File: src/rtl/mem_access_pkg.sv
// Shared encodings for the memory-access stage: funct3 widths, Wishbone byte-lane
// patterns, FSM state type and the misalignment rule.
package mem_access_pkg;

  localparam logic [2:0] F3_B  = 3'b000;
  localparam logic [2:0] F3_H  = 3'b001;
  localparam logic [2:0] F3_W  = 3'b010;
  localparam logic [2:0] F3_BU = 3'b100;
  localparam logic [2:0] F3_HU = 3'b101;

  localparam logic [3:0] SEL_NONE = 4'b0000;
  localparam logic [3:0] SEL_B    = 4'b0001;
  localparam logic [3:0] SEL_H    = 4'b0011;
  localparam logic [3:0] SEL_W    = 4'b1111;

  typedef enum logic [1:0] {
    ST_IDLE = 2'd0,
    ST_REQ  = 2'd1,
    ST_WAIT = 2'd2,
    ST_DONE = 2'd3
  } state_t;

  // Bytes never fault; halfwords need addr[0]=0; words need addr[1:0]=00.
  function automatic logic is_misaligned(input logic [2:0] f3, input logic [1:0] a);
    logic r;
    r = 1'b0;
    case (f3[1:0])
      2'b01:   r = a[0];
      2'b10:   r = (a != 2'b00);
      default: r = 1'b0;
    endcase
    return r;
  endfunction

endpackage

File: src/rtl/mem_access_align.sv
// Combinational lane logic: store byte-enables / replicated data and
// load byte/halfword extraction with sign or zero extension.
module mem_align
  import mem_access_pkg::*;
(
  input  logic [2:0]  i_funct3,
  input  logic [1:0]  i_addr_lo,
  input  logic        i_is_store,
  input  logic [31:0] i_rs2,
  input  logic [31:0] i_rdata,
  output logic [3:0]  o_sel,
  output logic [31:0] o_wdata,
  output logic [31:0] o_ldata
);

  logic [7:0]  w_byte;
  logic [15:0] w_half;

  always_comb begin
    o_sel   = SEL_W;
    o_wdata = i_rs2;
    if (i_is_store) begin
      case (i_funct3)
        F3_B: begin
          o_sel   = SEL_B << i_addr_lo;
          o_wdata = {4{i_rs2[7:0]}};
        end
        F3_H: begin
          o_sel   = SEL_H << i_addr_lo;
          o_wdata = {2{i_rs2[15:0]}};
        end
        default: begin
          o_sel   = SEL_W;
          o_wdata = i_rs2;
        end
      endcase
    end
  end

  always_comb begin
    w_byte = i_rdata[7:0];
    case (i_addr_lo)
      2'd0:    w_byte = i_rdata[7:0];
      2'd1:    w_byte = i_rdata[15:8];
      2'd2:    w_byte = i_rdata[23:16];
      default: w_byte = i_rdata[31:24];
    endcase
    w_half = i_addr_lo[1] ? i_rdata[31:16] : i_rdata[15:0];
  end

  always_comb begin
    o_ldata = i_rdata;
    case (i_funct3)
      F3_B:    o_ldata = {{24{w_byte[7]}}, w_byte};
      F3_BU:   o_ldata = {24'd0, w_byte};
      F3_H:    o_ldata = {{16{w_half[15]}}, w_half};
      F3_HU:   o_ldata = {16'd0, w_half};
      F3_W:    o_ldata = i_rdata;
      default: o_ldata = i_rdata;
    endcase
  end

endmodule

File: src/rtl/mem_access.sv
// Memory-access pipeline stage: one Wishbone pipelined transaction per load/store,
// load realignment, misalignment and ack-timeout detection, upstream stall.
module mem_access
  import mem_access_pkg::*;
#(
  parameter int ACK_TIMEOUT = 255
) (
  input  logic        i_clk,
  input  logic        i_rst,
  input  logic        i_ce,
  input  logic        i_is_load,
  input  logic        i_is_store,
  input  logic [2:0]  i_funct3,
  input  logic [31:0] i_addr,
  input  logic [31:0] i_rs2,
  input  logic [4:0]  i_rd_addr,
  input  logic        i_wr_rd,
  input  logic [31:0] i_rd,
  input  logic [31:0] i_pc,
  input  logic        i_stall,
  input  logic        i_flush,
  output logic        o_wb_cyc,
  output logic        o_wb_stb,
  output logic        o_wb_we,
  output logic [31:0] o_wb_addr,
  output logic [31:0] o_wb_data,
  output logic [3:0]  o_wb_sel,
  input  logic        i_wb_ack,
  input  logic        i_wb_stall,
  input  logic [31:0] i_wb_data,
  output logic        o_ce,
  output logic        o_wr_rd,
  output logic [4:0]  o_rd_addr,
  output logic [31:0] o_rd,
  output logic [31:0] o_pc,
  output logic        o_misaligned,
  output logic        o_bus_error,
  output logic        o_stall,
  output logic        o_flush,
  output logic [1:0]  o_dbg_state
);

  localparam int CNT_W = (ACK_TIMEOUT > 0) ? $clog2(ACK_TIMEOUT + 1) : 1;

  // Handshake: a request is accepted on a cycle with stb=1 and stall=0; the slave
  // answers with one ack, either in that same cycle or later while cyc stays high.

  state_t             r_state;
  state_t             w_next;
  logic [CNT_W-1:0]   r_cnt;
  logic [31:0]        r_addr;
  logic [2:0]         r_funct3;
  logic               r_is_store;
  logic [31:0]        r_rs2;
  logic [31:0]        r_rd;
  logic [4:0]         r_rd_addr;
  logic               r_wr_rd;
  logic [31:0]        r_pc;
  logic               r_killed;

  logic               w_launch;
  logic               w_mem_op;
  logic               w_mis;
  logic               w_start;
  logic               w_timeout;
  logic               w_ack_ok;
  logic               w_to;
  logic               w_cyc;
  logic [3:0]         w_sel;
  logic [31:0]        w_wdata;
  logic [31:0]        w_ldata;

  assign w_launch  = i_ce & ~i_stall & ~i_flush & (r_state == ST_IDLE);
  assign w_mem_op  = i_is_load | i_is_store;
  assign w_mis     = is_misaligned(i_funct3, i_addr[1:0]);
  assign w_start   = w_launch & w_mem_op & ~w_mis;
  assign w_timeout = (ACK_TIMEOUT != 0) && ((int'(r_cnt) + 1) == ACK_TIMEOUT);

  mem_align u_align (
    .i_funct3   (r_funct3),
    .i_addr_lo  (r_addr[1:0]),
    .i_is_store (r_is_store),
    .i_rs2      (r_rs2),
    .i_rdata    (i_wb_data),
    .o_sel      (w_sel),
    .o_wdata    (w_wdata),
    .o_ldata    (w_ldata)
  );

  always_ff @(posedge i_clk or posedge i_rst) begin
    if (i_rst) begin
      r_state <= ST_IDLE;
      r_cnt   <= '0;
    end else begin
      r_state <= w_next;
      if ((r_state == ST_WAIT) && (w_next == ST_WAIT)) r_cnt <= r_cnt + CNT_W'(1);
      else                                              r_cnt <= '0;
    end
  end

  // An ack coincident with the final timeout cycle wins over the timeout.
  always_comb begin
    w_next   = r_state;
    w_ack_ok = 1'b0;
    w_to     = 1'b0;
    case (r_state)
      ST_IDLE: if (w_start) w_next = ST_REQ;
      ST_REQ: begin
        if (!i_wb_stall) begin
          if (i_wb_ack) begin
            w_next   = ST_DONE;
            w_ack_ok = 1'b1;
          end else begin
            w_next = ST_WAIT;
          end
        end
      end
      ST_WAIT: begin
        if (i_wb_ack) begin
          w_next   = ST_DONE;
          w_ack_ok = 1'b1;
        end else if (w_timeout) begin
          w_next = ST_DONE;
          w_to   = 1'b1;
        end
      end
      ST_DONE: if (!i_stall) w_next = ST_IDLE;
      default: w_next = ST_IDLE;
    endcase
  end

  // Bus outputs decode straight from the state register so reset drops them at once.
  assign w_cyc       = (r_state == ST_REQ) | (r_state == ST_WAIT);
  assign o_wb_cyc    = w_cyc;
  assign o_wb_stb    = (r_state == ST_REQ);
  assign o_wb_we     = w_cyc & r_is_store;
  assign o_wb_addr   = w_cyc ? {r_addr[31:2], 2'b00} : 32'd0;
  assign o_wb_sel    = w_cyc ? w_sel : SEL_NONE;
  assign o_wb_data   = w_cyc ? w_wdata : 32'd0;
  assign o_stall     = (r_state != ST_IDLE) | i_stall;
  assign o_dbg_state = r_state;

  always_ff @(posedge i_clk or posedge i_rst) begin
    if (i_rst) begin
      r_addr     <= '0;
      r_funct3   <= '0;
      r_is_store <= 1'b0;
      r_rs2      <= '0;
      r_rd       <= '0;
      r_rd_addr  <= '0;
      r_wr_rd    <= 1'b0;
      r_pc       <= '0;
      r_killed   <= 1'b0;
    end else begin
      if (w_start) begin
        r_addr     <= i_addr;
        r_funct3   <= i_funct3;
        r_is_store <= i_is_store;
        r_rs2      <= i_rs2;
        r_rd       <= i_rd;
        r_rd_addr  <= i_rd_addr;
        r_wr_rd    <= i_wr_rd;
        r_pc       <= i_pc;
        r_killed   <= 1'b0;
      end else if (i_flush && w_cyc) begin
        r_killed <= 1'b1;
      end
    end
  end

  always_ff @(posedge i_clk or posedge i_rst) begin
    if (i_rst) begin
      o_ce         <= 1'b0;
      o_wr_rd      <= 1'b0;
      o_rd_addr    <= '0;
      o_rd         <= '0;
      o_pc         <= '0;
      o_misaligned <= 1'b0;
      o_bus_error  <= 1'b0;
      o_flush      <= 1'b0;
    end else begin
      o_flush <= i_flush;
      case (r_state)
        ST_IDLE: begin
          if (!i_stall) begin
            // Non-memory ops and misaligned accesses retire here; aligned ones go to the bus.
            o_ce         <= w_launch & ~(w_mem_op & ~w_mis);
            o_misaligned <= w_launch & w_mem_op & w_mis;
            o_bus_error  <= 1'b0;
            o_wr_rd      <= w_launch & i_wr_rd & ~w_mem_op;
            if (w_launch) begin
              o_rd      <= i_rd;
              o_rd_addr <= i_rd_addr;
              o_pc      <= i_pc;
            end
          end
        end
        ST_REQ, ST_WAIT: begin
          if (w_next == ST_DONE) begin
            o_ce         <= ~r_killed & ~i_flush;
            o_rd         <= (w_ack_ok && !r_is_store) ? w_ldata : r_rd;
            o_wr_rd      <= w_ack_ok & ~r_is_store & r_wr_rd & ~r_killed & ~i_flush;
            o_bus_error  <= w_to;
            o_misaligned <= 1'b0;
            o_rd_addr    <= r_rd_addr;
            o_pc         <= r_pc;
          end
        end
        ST_DONE: begin
          if (!i_stall) begin
            o_ce         <= 1'b0;
            o_wr_rd      <= 1'b0;
            o_misaligned <= 1'b0;
            o_bus_error  <= 1'b0;
          end
        end
        default: o_ce <= 1'b0;
      endcase
    end
  end

endmodule
File: config.mk
export PLATFORM = sky130hd
export DESIGN_NAME = mem_access
export DESIGN_NICKNAME = d
export VERILOG_FILES = /design/src/rtl/mem_access_pkg.sv /design/src/rtl/mem_access_align.sv /design/src/rtl/mem_access.sv
export SDC_FILE = /design/constraint.sdc
export NUM_CORES = 1
export LEC_CHECK = 0
export CORE_ASPECT_RATIO = 1.75
export CORE_MARGIN = 5
export CORE_UTILIZATION = 51
export DETAILED_ROUTE_END_ITERATION = 6
export PLACE_DENSITY_LB_ADDON = 0.2
export SYNTH_ARGS = -nofsm -noshare
export SYNTH_HDL_FRONTEND = slang
export SYNTH_SLANG_ARGS = --single-unit
File: constraint.sdc
create_clock -name i_clk -period 13.7 [get_ports i_clk]
set_input_delay 2.055 -clock i_clk [delete_from_list [all_inputs] [get_ports i_clk]]
set_output_delay 2.055 -clock i_clk [all_outputs]
set_load 0.05 [all_outputs]
==> metrics.md <==
| Metric | Value |
|---|---|
| Share of flip-flops with an asynchronous set or reset | `100%` |
| Count leader, synth | `dfrtp_1` |
| Crit Path Max Fanout | `65` |
| Crit Path Category | `register to output pin` |
| Max-slew violations | `0` |
| Setup bufs post-CTS | `0` |
| Critical Path AT | `3.60 ns` |
| RSZ-0062 raised after global routing | `false` |
| Hold WS | `0.495 ns` |
| Cell count after synthesis | `899` |
| CP cell instances | `inv_1 -> ha_4 -> buf_4 -> and2_1 -> clkdlybuf4s50_1` |
| Final hold vios | `0` |
| Die Area | `24400 sq um` |
| Share of the synthesized area in the top cell type | `51.5%` |
| Slew headroom | `28.0%` |
| Vias per cell | `5.67` |
| Final WS setup | `8.05 ns` |
| Total GRT Usage | `25.1%` |
| CP delay by family, top | `buffers and inverters` |
| Number of global-route vias before repair | `9018` |
| Pwr/cell area | `297 nW/um^2` |
| Clock Path Buffers | `3` |
| Share of layout cells above drive strength 1 | `22.7%` |
| IO buf count | `323` |
| Outcome | `complete, no violations` |
| Die X | `120 microns` |
| Initial Util | `51.7%` |
| P&R area growth vs syn | `38.1%` |
| Setup TNS | `0 ns` |
| Routability congestion estimate | `0.868` |
| Root buf cell | `clkbuf_16` |
| CP required | `11.64 ns` |
| Syn Area/Cell | `12.0 sq um` |
| CP max stage cell | `clkdlybuf4s50_1` |
| CTS HTree Levels | `1` |
| First-pass GRT wire length | `49.1 mm` |
| Fmax | `177 MHz` |
| Worst skew pair latency | `0.50 ns` |
| Global route total overflow | `0` |
| Max IR drop VDD | `173 uV` |
| Sink Count | `223` |
| Post-layout min period | `5.65 ns` |
| Synth cell count leaders | `223 x dfrtp_1, 219 x mux2_2, 65 x nand2_1` |
| Routed Antenna Nets | `0` |
| Crit path capture type | `output pin` |
| Nets@finish | `1383` |
| Post-synth EDFFs | `0` |
| Synth unique cells | `57` |
| Tcrit/Tclk final | `41.2%` |
| Largest net degree at the start of global routing | `139` |
| Final setup vio count | `0` |
| Hold-fix buffers, CTS | `0` |
| Ys flop type | `dfrtp_1` |
| YS warnings | `0` |
| Post-synthesis sequential area ratio | `51.5%` |
| Final WL | `30.8 mm` |
| Synthesized cell area | `10800 sq um` |
| Post-cts resize count | `0` |
| Synth area leaders | `dfrtp_1 52%, mux2_2 23%, and2_1 2.3%` |
| 1st-iter DRT viols | `517` |
| Layout Skew | `0.0100 ns` |
| CTS tree | `yes` |
| Num CTS Buffers | `22` |
| DR pass1 iterations | `6` |
| Post-layout util | `71.4%` |
| DRC viols | `0` |
| Area leader, netlist | `dfrtp_1` |
| Pre-CTS setup slack | `8.10 ns` |
| Avg WL per Cell | `21.0 microns` |
| Hold Path Class | `register to register` |
| Max Cap Viol | `0` |
| Die Height | `203 microns` |
| HPWL Detailed | `21.7 mm` |
| Lkg Pwr | `6.16 nW` |
| Slowest stage delay, CP | `0.85 ns` |
| Slew at the pin closest to its max-slew limit | `1.08 ns` |
| Core area | `20900 sq um` |
| FP Rows | `70` |
| # IOs | `326` |
| Clock transition at the registers of the reported paths | `0.06 ns` |
| CP Launch Type | `register` |
| Buf/Inv on CP | `3` |
| FF+latch count, synth | `223` |
| Vias | `8305` |
| Initial antenna violation count | `3` |
metrics by stage:
stage                     area [sq um]  std cells  power (W)
after floorplan                  10800        900    0.00302
after global routing             15000       1465    0.00469
after global placement           14200       1423    0.00380
final                            15000       1465    0.00444
after detailed placement         14200       1423    0.00384
after CTS                        14900       1463    0.00448
path summary, 6_finish.rpt:
path / slack [ns] / end / from / cells past startpoint
hold reg to reg: 0.49 / o_pc[4]$_DFFE_PP0P_ / o_pc[4]$_DFFE_PP0P_ / 1
max in group asynchronous: 9.97 / o_pc[22]$_DFFE_PP0P_ / i_rst / 3
hold / removal: 0.49 / o_pc[4]$_DFFE_PP0P_ / o_pc[4]$_DFFE_PP0P_ / 1
min in group asynchronous: 2.08 / o_pc[15]$_DFFE_PP0P_ / i_rst / 2
setup reg to reg: 10.04 / o_pc[11]$_DFFE_PP0P_ / o_dbg_state[0]$_DFF_PP0_ / 10
setup / recovery: 8.05 / o_wb_addr[13] / o_dbg_state[0]$_DFF_PP0_ / 5
metal layers:
metal	up-vias	share of wire [%]	GRT usage, %
li1	3825	-	-
met1	4082	36	28.4
met2	324	51	44.6
met3	72	7.8	5.80
met4	2	4.9	11.5
met5	-	0.058	0
cell usage in the layout, fill, tap and decap left out, types with 3 or more instances in the layout:
| master | n |
|---|---|
| nand2_1 | 65 |
| clkdlybuf4s50_1 | 323 |
| mux2_1 | 5 |
| clkbuf_1 | 9 |
| nor2b_1 | 10 |
| nor3b_1 | 3 |
| and2_1 | 39 |
| o211ai_1 | 6 |
| or3_1 | 6 |
| nand2b_1 | 6 |
| nor3_2 | 3 |
| a211oi_1 | 13 |
| nand3_1 | 7 |
| buf_4 | 9 |
| mux2_2 | 219 |
| a2bb2oi_1 | 17 |
| nor2_1 | 43 |
| ha_1 | 9 |
| dfrtp_1 | 223 |
| a31oi_1 | 8 |
| inv_1 | 17 |
| nand3b_1 | 3 |
| o22ai_1 | 4 |
| o21ai_0 | 17 |
| a222oi_1 | 16 |
| or2_2 | 5 |
| clkbuf_16 | 23 |
| nor3_1 | 5 |
| o221ai_1 | 3 |
| mux2i_1 | 14 |
| o2111ai_1 | 5 |
| clkbuf_8 | 4 |
| a21oi_1 | 28 |
| xor2_1 | 3 |
| xnor2_1 | 3 |
| a221oi_1 | 6 |
area by class of cell:
type / instances / area [sq um]
antenna: 2 / 5.00
fill: 1541 / 5980
tap: 252 / 315
sequential: 223 / 5580
clock inverter: 4 / 72.6
timing repair buffer: 332 / 3300
inverter: 19 / 78.8
multi-input combinational: 597 / 4930
clock buffer: 36 / 664
registers in the layout (all words and copies together), names as in the netlist:
signal and count:
o_flush 1, r_rd_addr 5, o_rd 32, r_cnt 8, r_rs2 32, r_wr_rd 1, r_pc 32, o_pc 32
r_killed 1, o_ce 1, o_misaligned 1, o_wr_rd 1, r_rd 32, r_funct3 3, o_bus_error 1, r_is_store 1
o_dbg_state 2, r_addr 32, o_rd_addr 5
cells by family after synthesis:
kind of cell	Yosys count	share of synthesized area (%)
compound gates	136	9.30
xor+xnor	6	0.486
fa+ha+maj	10	1.16
buf+inv	80	3.16
flops	223	51.5
mux	241	25.1
other cells	1	0.0346
simple gates	202	9.23
report_power, final:
group          switching (W)  internal, W  total (W)
clock               0.000252     0.000369   0.000621
sequential          0.000217     0.000978    0.00119
combinational        0.00157      0.00106    0.00263
No activity file was read; power rests on OpenSTA's default activity.
